--- src/rtl/hyper_debug_capture.sv ---
// hyper_debug_capture: circular probe capture with pre-trigger window and oldest-first stream readout.
// Optional per-sample timestamp is enabled by defining HYPER_DEBUG_CAPTURE_TIMESTAMP_EN.
module hyper_debug_capture #(
   parameter int DATA_W = 160,
   parameter int DEPTH  = 16,
   parameter int PRE    = 4,
   parameter int TS_W   = 16,
   localparam int ADDR_W = $clog2(DEPTH),
`ifdef HYPER_DEBUG_CAPTURE_TIMESTAMP_EN
   localparam int RD_W = TS_W + DATA_W
`else
   localparam int RD_W = DATA_W + 0 * TS_W
`endif
) (
   input  logic              sys_clk,
   input  logic              sys_rst,
   input  logic              arm,
   input  logic              abort,
   input  logic              sample_en,
   input  logic [DATA_W-1:0] probe,
   input  logic              trigger,
   output logic              armed,
   output logic              triggered,
   output logic              done,
   output logic              rd_valid,
   input  logic              rd_ready,
   output logic [RD_W-1:0]   rd_data,
   output logic              rd_last
);
   typedef enum logic [2:0] {IDLE, PREFILL, WAIT_TRIG, POST, READ} state_t;
   localparam logic [ADDR_W-1:0] ONE    = ADDR_W'(1);
   localparam logic [ADDR_W-1:0] PRE_A  = ADDR_W'(PRE);
   localparam logic [ADDR_W-1:0] POST_N = ADDR_W'(DEPTH - PRE - 1);
   localparam logic [ADDR_W-1:0] LAST_A = ADDR_W'(DEPTH - 1);
   state_t              state;
   logic [ADDR_W-1:0]   wr_ptr, trig_ptr, rd_ptr, pre_cnt, post_cnt, rd_cnt;
   logic                rd_go;
   logic [RD_W-1:0]     mem [DEPTH];
   logic [RD_W-1:0]     wr_word;
   logic                cap, we, trig_ok, load;
`ifdef HYPER_DEBUG_CAPTURE_TIMESTAMP_EN
   logic [TS_W-1:0]     ts;
   // free-running timestamp stamped onto every stored sample
   always_ff @(posedge sys_clk or posedge sys_rst)
      if (sys_rst) ts <= '0;
      else ts <= ts + TS_W'(1);
   assign wr_word = {ts, probe};
`else
   assign wr_word = probe;
`endif
   assign cap     = state == PREFILL || state == WAIT_TRIG || state == POST;
   assign we      = cap && sample_en && !abort;
   assign trig_ok = trigger && (state == WAIT_TRIG || (state == PREFILL && pre_cnt == PRE_A));
   assign load    = state == READ && rd_go && (!rd_valid || (rd_ready && !rd_last));
   // sample buffer write port; contents need no reset
   always_ff @(posedge sys_clk)
      if (we) mem[wr_ptr] <= wr_word;
   // capture/readout sequencer with registered status and stream outputs
   always_ff @(posedge sys_clk or posedge sys_rst) begin
      if (sys_rst) begin
         state     <= IDLE;
         wr_ptr    <= '0;
         trig_ptr  <= '0;
         rd_ptr    <= '0;
         pre_cnt   <= '0;
         post_cnt  <= '0;
         rd_cnt    <= '0;
         rd_go     <= 1'b0;
         armed     <= 1'b0;
         triggered <= 1'b0;
         done      <= 1'b0;
         rd_valid  <= 1'b0;
         rd_last   <= 1'b0;
         rd_data   <= '0;
      end else if (abort) begin
         state     <= IDLE;
         rd_go     <= 1'b0;
         armed     <= 1'b0;
         triggered <= 1'b0;
         done      <= 1'b0;
         rd_valid  <= 1'b0;
         rd_last   <= 1'b0;
         rd_data   <= '0;
      end else begin
         case (state)
            IDLE: if (arm) begin
               state   <= PREFILL;
               wr_ptr  <= '0;
               pre_cnt <= '0;
               armed   <= 1'b1;
            end
            PREFILL, WAIT_TRIG: if (sample_en) begin
               wr_ptr <= wr_ptr + ONE;
               if (trig_ok) begin
                  trig_ptr  <= wr_ptr;
                  post_cnt  <= POST_N;
                  armed     <= 1'b0;
                  triggered <= 1'b1;
                  if (POST_N == '0) begin
                     state  <= READ;
                     done   <= 1'b1;
                     rd_ptr <= wr_ptr - PRE_A;
                     rd_cnt <= '0;
                     rd_go  <= 1'b0;
                  end else begin
                     state <= POST;
                  end
               end else if (state == PREFILL && pre_cnt != PRE_A) begin
                  pre_cnt <= pre_cnt + ONE;
                  if (pre_cnt + ONE == PRE_A) state <= WAIT_TRIG;
               end else if (state == PREFILL) begin
                  state <= WAIT_TRIG;
               end
            end
            POST: if (sample_en) begin
               wr_ptr   <= wr_ptr + ONE;
               post_cnt <= post_cnt - ONE;
               if (post_cnt == ONE) begin
                  state  <= READ;
                  done   <= 1'b1;
                  rd_ptr <= trig_ptr - PRE_A;
                  rd_cnt <= '0;
                  rd_go  <= 1'b0;
               end
            end
            READ: begin
               rd_go <= 1'b1;
               if (load) begin
                  rd_data  <= mem[rd_ptr];
                  rd_valid <= 1'b1;
                  rd_last  <= rd_cnt == LAST_A;
                  rd_ptr   <= rd_ptr + ONE;
                  rd_cnt   <= rd_cnt + ONE;
               end else if (rd_valid && rd_ready) begin
                  rd_valid <= 1'b0;
                  rd_last  <= 1'b0;
                  if (rd_last) begin
                     state     <= IDLE;
                     triggered <= 1'b0;
                     done      <= 1'b0;
                     rd_data   <= '0;
                     rd_go     <= 1'b0;
                  end
               end
            end
            default: state <= IDLE;
         endcase
      end
   end
endmodule

--- config.mk ---
export PLATFORM = sky130hd
export DESIGN_NAME = hyper_debug_capture
export DESIGN_NICKNAME = d
export VERILOG_FILES = /design/src/rtl/hyper_debug_capture.sv
export SDC_FILE = /design/constraint.sdc
export NUM_CORES = 2
export LEC_CHECK = 0
export BUFFER_PORTS_ARGS = -buffer_cell sky130_fd_sc_hd__buf_4
export CORE_ASPECT_RATIO = 1.75
export CORE_MARGIN = 8
export CORE_UTILIZATION = 66
export DETAILED_ROUTE_END_ITERATION = 7
export PLACE_DENSITY = 0.84
export SETUP_SLACK_MARGIN = 0.5
export SLEW_MARGIN = 20
export SYNTH_ARGS = -nofsm -noshare
export SYNTH_HDL_FRONTEND = slang
export SYNTH_SLANG_ARGS = --single-unit
--- constraint.sdc ---
create_clock -name sys_clk -period 49.1 [get_ports sys_clk]
set_clock_uncertainty 0.2 [all_clocks]
set_input_delay 7.365 -clock sys_clk [delete_from_list [all_inputs] [get_ports sys_clk]]
set_output_delay 7.365 -clock sys_clk [all_outputs]
set_load 0.01 [all_outputs]
==> impl_results.md <==
- Status: finished, final reports clean
- # H-tree levels: 4
- Worst Reg-to-Reg Cells: 8
- Reg clk slew, reported paths: 0.07 ns
- Minimum clock period: 10.99 ns
- CP endpoint kind: register
- Filler instances: 7,862
- Worst-path cell chain: buf_4, nor2_1, nand3_1, nor3b_1, and2_4, buf_4, buf_4
- Fraction of layout cells with a size suffix above 1: 0.281
- Final core utilization: 0.743
- VDD IR max: 0.110 mV
- MaxCap Viol Count: 0
- Antenna violations before repair: 26
- Number of synthesized flops with an enable pin: 2,560
- Initial DRC Count: 6,350
- Root buffer cell: clkbuf_16
- Die height: 541 um
- Largest net degree at the start of global routing: 155
- Synth Flop Type: edfxtp_1
- Gp weighted congestion: 0.781
- Final layout net count: 5,047
- Post-Syn Area: 0.104 sq mm
- First-pass detailed-route iteration total: 5
- All-layer global routing usage: 0.298
- Ports: 332
- Yosys cell types: 54
- Vias per cell: 7.04
- Hold Crit Class: register to register
- Critical path required time: 49.34 ns
- Multi-input logic area: 0.0211 sq mm
- CTS tree: yes
- Post-DP HPWL: 124,000 um
- Synthesized Nets: 4,666
- Reg-to-reg endpoint: rd_data[148]
- Min-delay src: rd_data[29]
- Start of the worst register-to-register path: rd_ptr[0]
- Tcrit/Tclk final: 0.224
- CP max FO: 53
- Reg2Reg Setup Slack: 42.94 ns
- Final setup fails: 0
- Total gr overflow: 0
- Crit path largest cell delay: 0.86 ns
- Vias in the first global route: 53,400
- Average wire per standard cell: 35.8 um
- Asr flop ratio synth: 0.0701
- Most frequent cells in the layout: edfxtp_1 (2,560), mux4_2 (640), buf_4 (378)
- Hold slack: 0.278 ns
- Setup TNS: 0 ns
- Setup Crit Path Kind: input port to register
- Most common cell after layout, fill and taps aside: edfxtp_1
- Top cell by count, worst path: buf_4
- Total power draw: 5.30 mW
- Unrepaired setup endpoints after global routing: false
- Hold Fails Final Rpt: 0
- CTS Buf Count: 226
- Clock sink total: 2,753
- Pwr dens: 45.6 mW/mm^2
- Worst-Margin Slew: 1.18 ns
- Core area: 0.156 sq mm
- Die X: 316 um
- Crit-path slowest cell: buf_4
- Clock Latency Late Sink: 0.86 ns
- CTS Hold Buffers Added: 0
- Routed via count: 50,100
- Critical Path AT: 11.22 ns
- Post-CTS Setup Bufs: 0
- Register area share after synthesis: 0.787
- Register area: 0.0817 sq mm
- IO Port Bufs: 331
- Post-CTS sizing: 0
- Final WL: 254,000 um
- Slew margin rel.: 0.213
- P_leak: 38.8 nW
- Cells after Synth: 4,488
- Final count of pins violating max slew: 0
- Worst Hold End: rd_data[29]
- Crit start category: input port
- Initial Util: 0.664
- Hold depth: 1
- FP Rows: 192
- Antenna Nets Post-Route: 0
- Mapped Avg Cell Area: 23.1 sq um
- Flip-flop and latch count after synthesis: 2,753
- Die area: 0.171 sq mm
- DR DRC count: 0
- Syn. warnings: 0
- Area growth syn-to-layout: 11.9%
- Clk buf depth: 4
- First-pass GRT wire length: 368,000 um
- F_max: 0.0910 GHz
==> worst max-delay path: cells and delay by family <==
family        cells  cell delay (ns)
simple gates      4             2.11
buf+inv           3             1.64
==> per-layer routing <==
metal  vias to the layer above  global-route usage  share of wire
met1                     26400               0.378           0.34
met3                       641              0.0595          0.098
li1                      19700                   -              -
met4                        14               0.115          0.039
met2                      3363               0.512           0.52
met5                         -                   0        0.00033
==> registers in the layout, indices dropped and copies added, names as in the netlist <==
signal,flops
wr_ptr,4
mem,2560
rd_go,1
rd_cnt,4
rd_last,1
rd_valid,1
rd_ptr,4
done,1
pre_cnt,4
triggered,1
rd_data,160
state,3
trig_ptr,4
post_cnt,4
armed,1
==> cell type report <==
| class | instances | share of cell area |
|---|---|---|
| Antenna cell | 25 | 0.000538 |
| Clock inverter | 135 | 0.0117 |
| Sequential cell | 2753 | 0.703 |
| Inverter | 20 | 0.000710 |
| Clock buffer | 279 | 0.0525 |
| Timing Repair Buffer | 399 | 0.0280 |
| Tap cell | 2037 | 0.0219 |
| Multi-Input combinational cell | 1469 | 0.182 |
==> kinds of logic after synthesis <==
| logic type | synth area share |
|---|---|
| AO/OA/AOI/OAI | 0.0249 |
| flip-flops | 0.787 |
| multiplexers | 0.170 |
| buffers and inverters | 0.0109 |
| adder cells (fa/ha/maj) | 0.00133 |
| AND/OR/NAND/NOR | 0.00565 |
| XOR/XNOR | 0.000337 |
==> synth_stat cells (3+ instances only) <==
| master | number | share of area |
|---|---|---|
| buf_1 | 20 | 0.00072 |
| nor3b_1 | 4 | 0.00029 |
| edfxtp_1 | 2560 | 0.74 |
| nor2_1 | 19 | 0.00069 |
| nand2_1 | 26 | 0.00094 |
| nor2b_1 | 4 | 0.00024 |
| and2_1 | 10 | 0.00060 |
| nor4_1 | 4 | 0.00024 |
| mux2_2 | 4 | 0.00043 |
| mux2i_1 | 322 | 0.031 |
| inv_1 | 20 | 0.00072 |
| dfrtp_1 | 193 | 0.047 |
| a21o_1 | 160 | 0.012 |
| ha_1 | 11 | 0.0013 |
| a31oi_1 | 3 | 0.00018 |
| a21oi_1 | 11 | 0.00053 |
| or3_1 | 3 | 0.00018 |
| o22ai_1 | 161 | 0.0097 |
| mux4_2 | 640 | 0.14 |
| xnor2_1 | 3 | 0.00025 |
| o21ai_0 | 22 | 0.0011 |
| clkbuf_1 | 133 | 0.0048 |
| o2bb2ai_1 | 3 | 0.00025 |
| nor3_1 | 7 | 0.00034 |
| nand3_1 | 13 | 0.00063 |
| a22o_1 | 4 | 0.00034 |
| buf_2 | 90 | 0.0043 |
==> power breakdown <==
group          switching, mW  leakage (nW)  internal [mW]
logic                  0.443          9.47          0.348
registers             0.0469          25.7           2.62
clock network          0.826          3.65           1.02
total                   1.32          38.8           3.98
==> per-stage QoR <==
stage | cell area (sq um) | setup WS [ns] | std cells
after floorplan | 104000 | 24.63 | 4488
after global placement | 109000 | 37.60 | 6676
after detailed placement | 109000 | 37.41 | 6676
after CTS | 116000 | 38.25 | 7090
after global routing | 116000 | 38.05 | 7099
final | 116000 | 38.11 | 7117
==> worst max-delay path by stage <==
stage	start	end	slack [ns]	cells after the start
after global placement	abort	mem[11][152]	37.60	7
after CTS	abort	mem[11][121]	38.25	7
after detailed placement	abort	mem[11][6]	37.41	7
after floorplan	abort	mem[0][0]	24.63	4
after global routing	abort	mem[11][121]	38.05	7
final	abort	mem[11][121]	38.11	7
No activity file was read; power rests on OpenSTA's default activity.
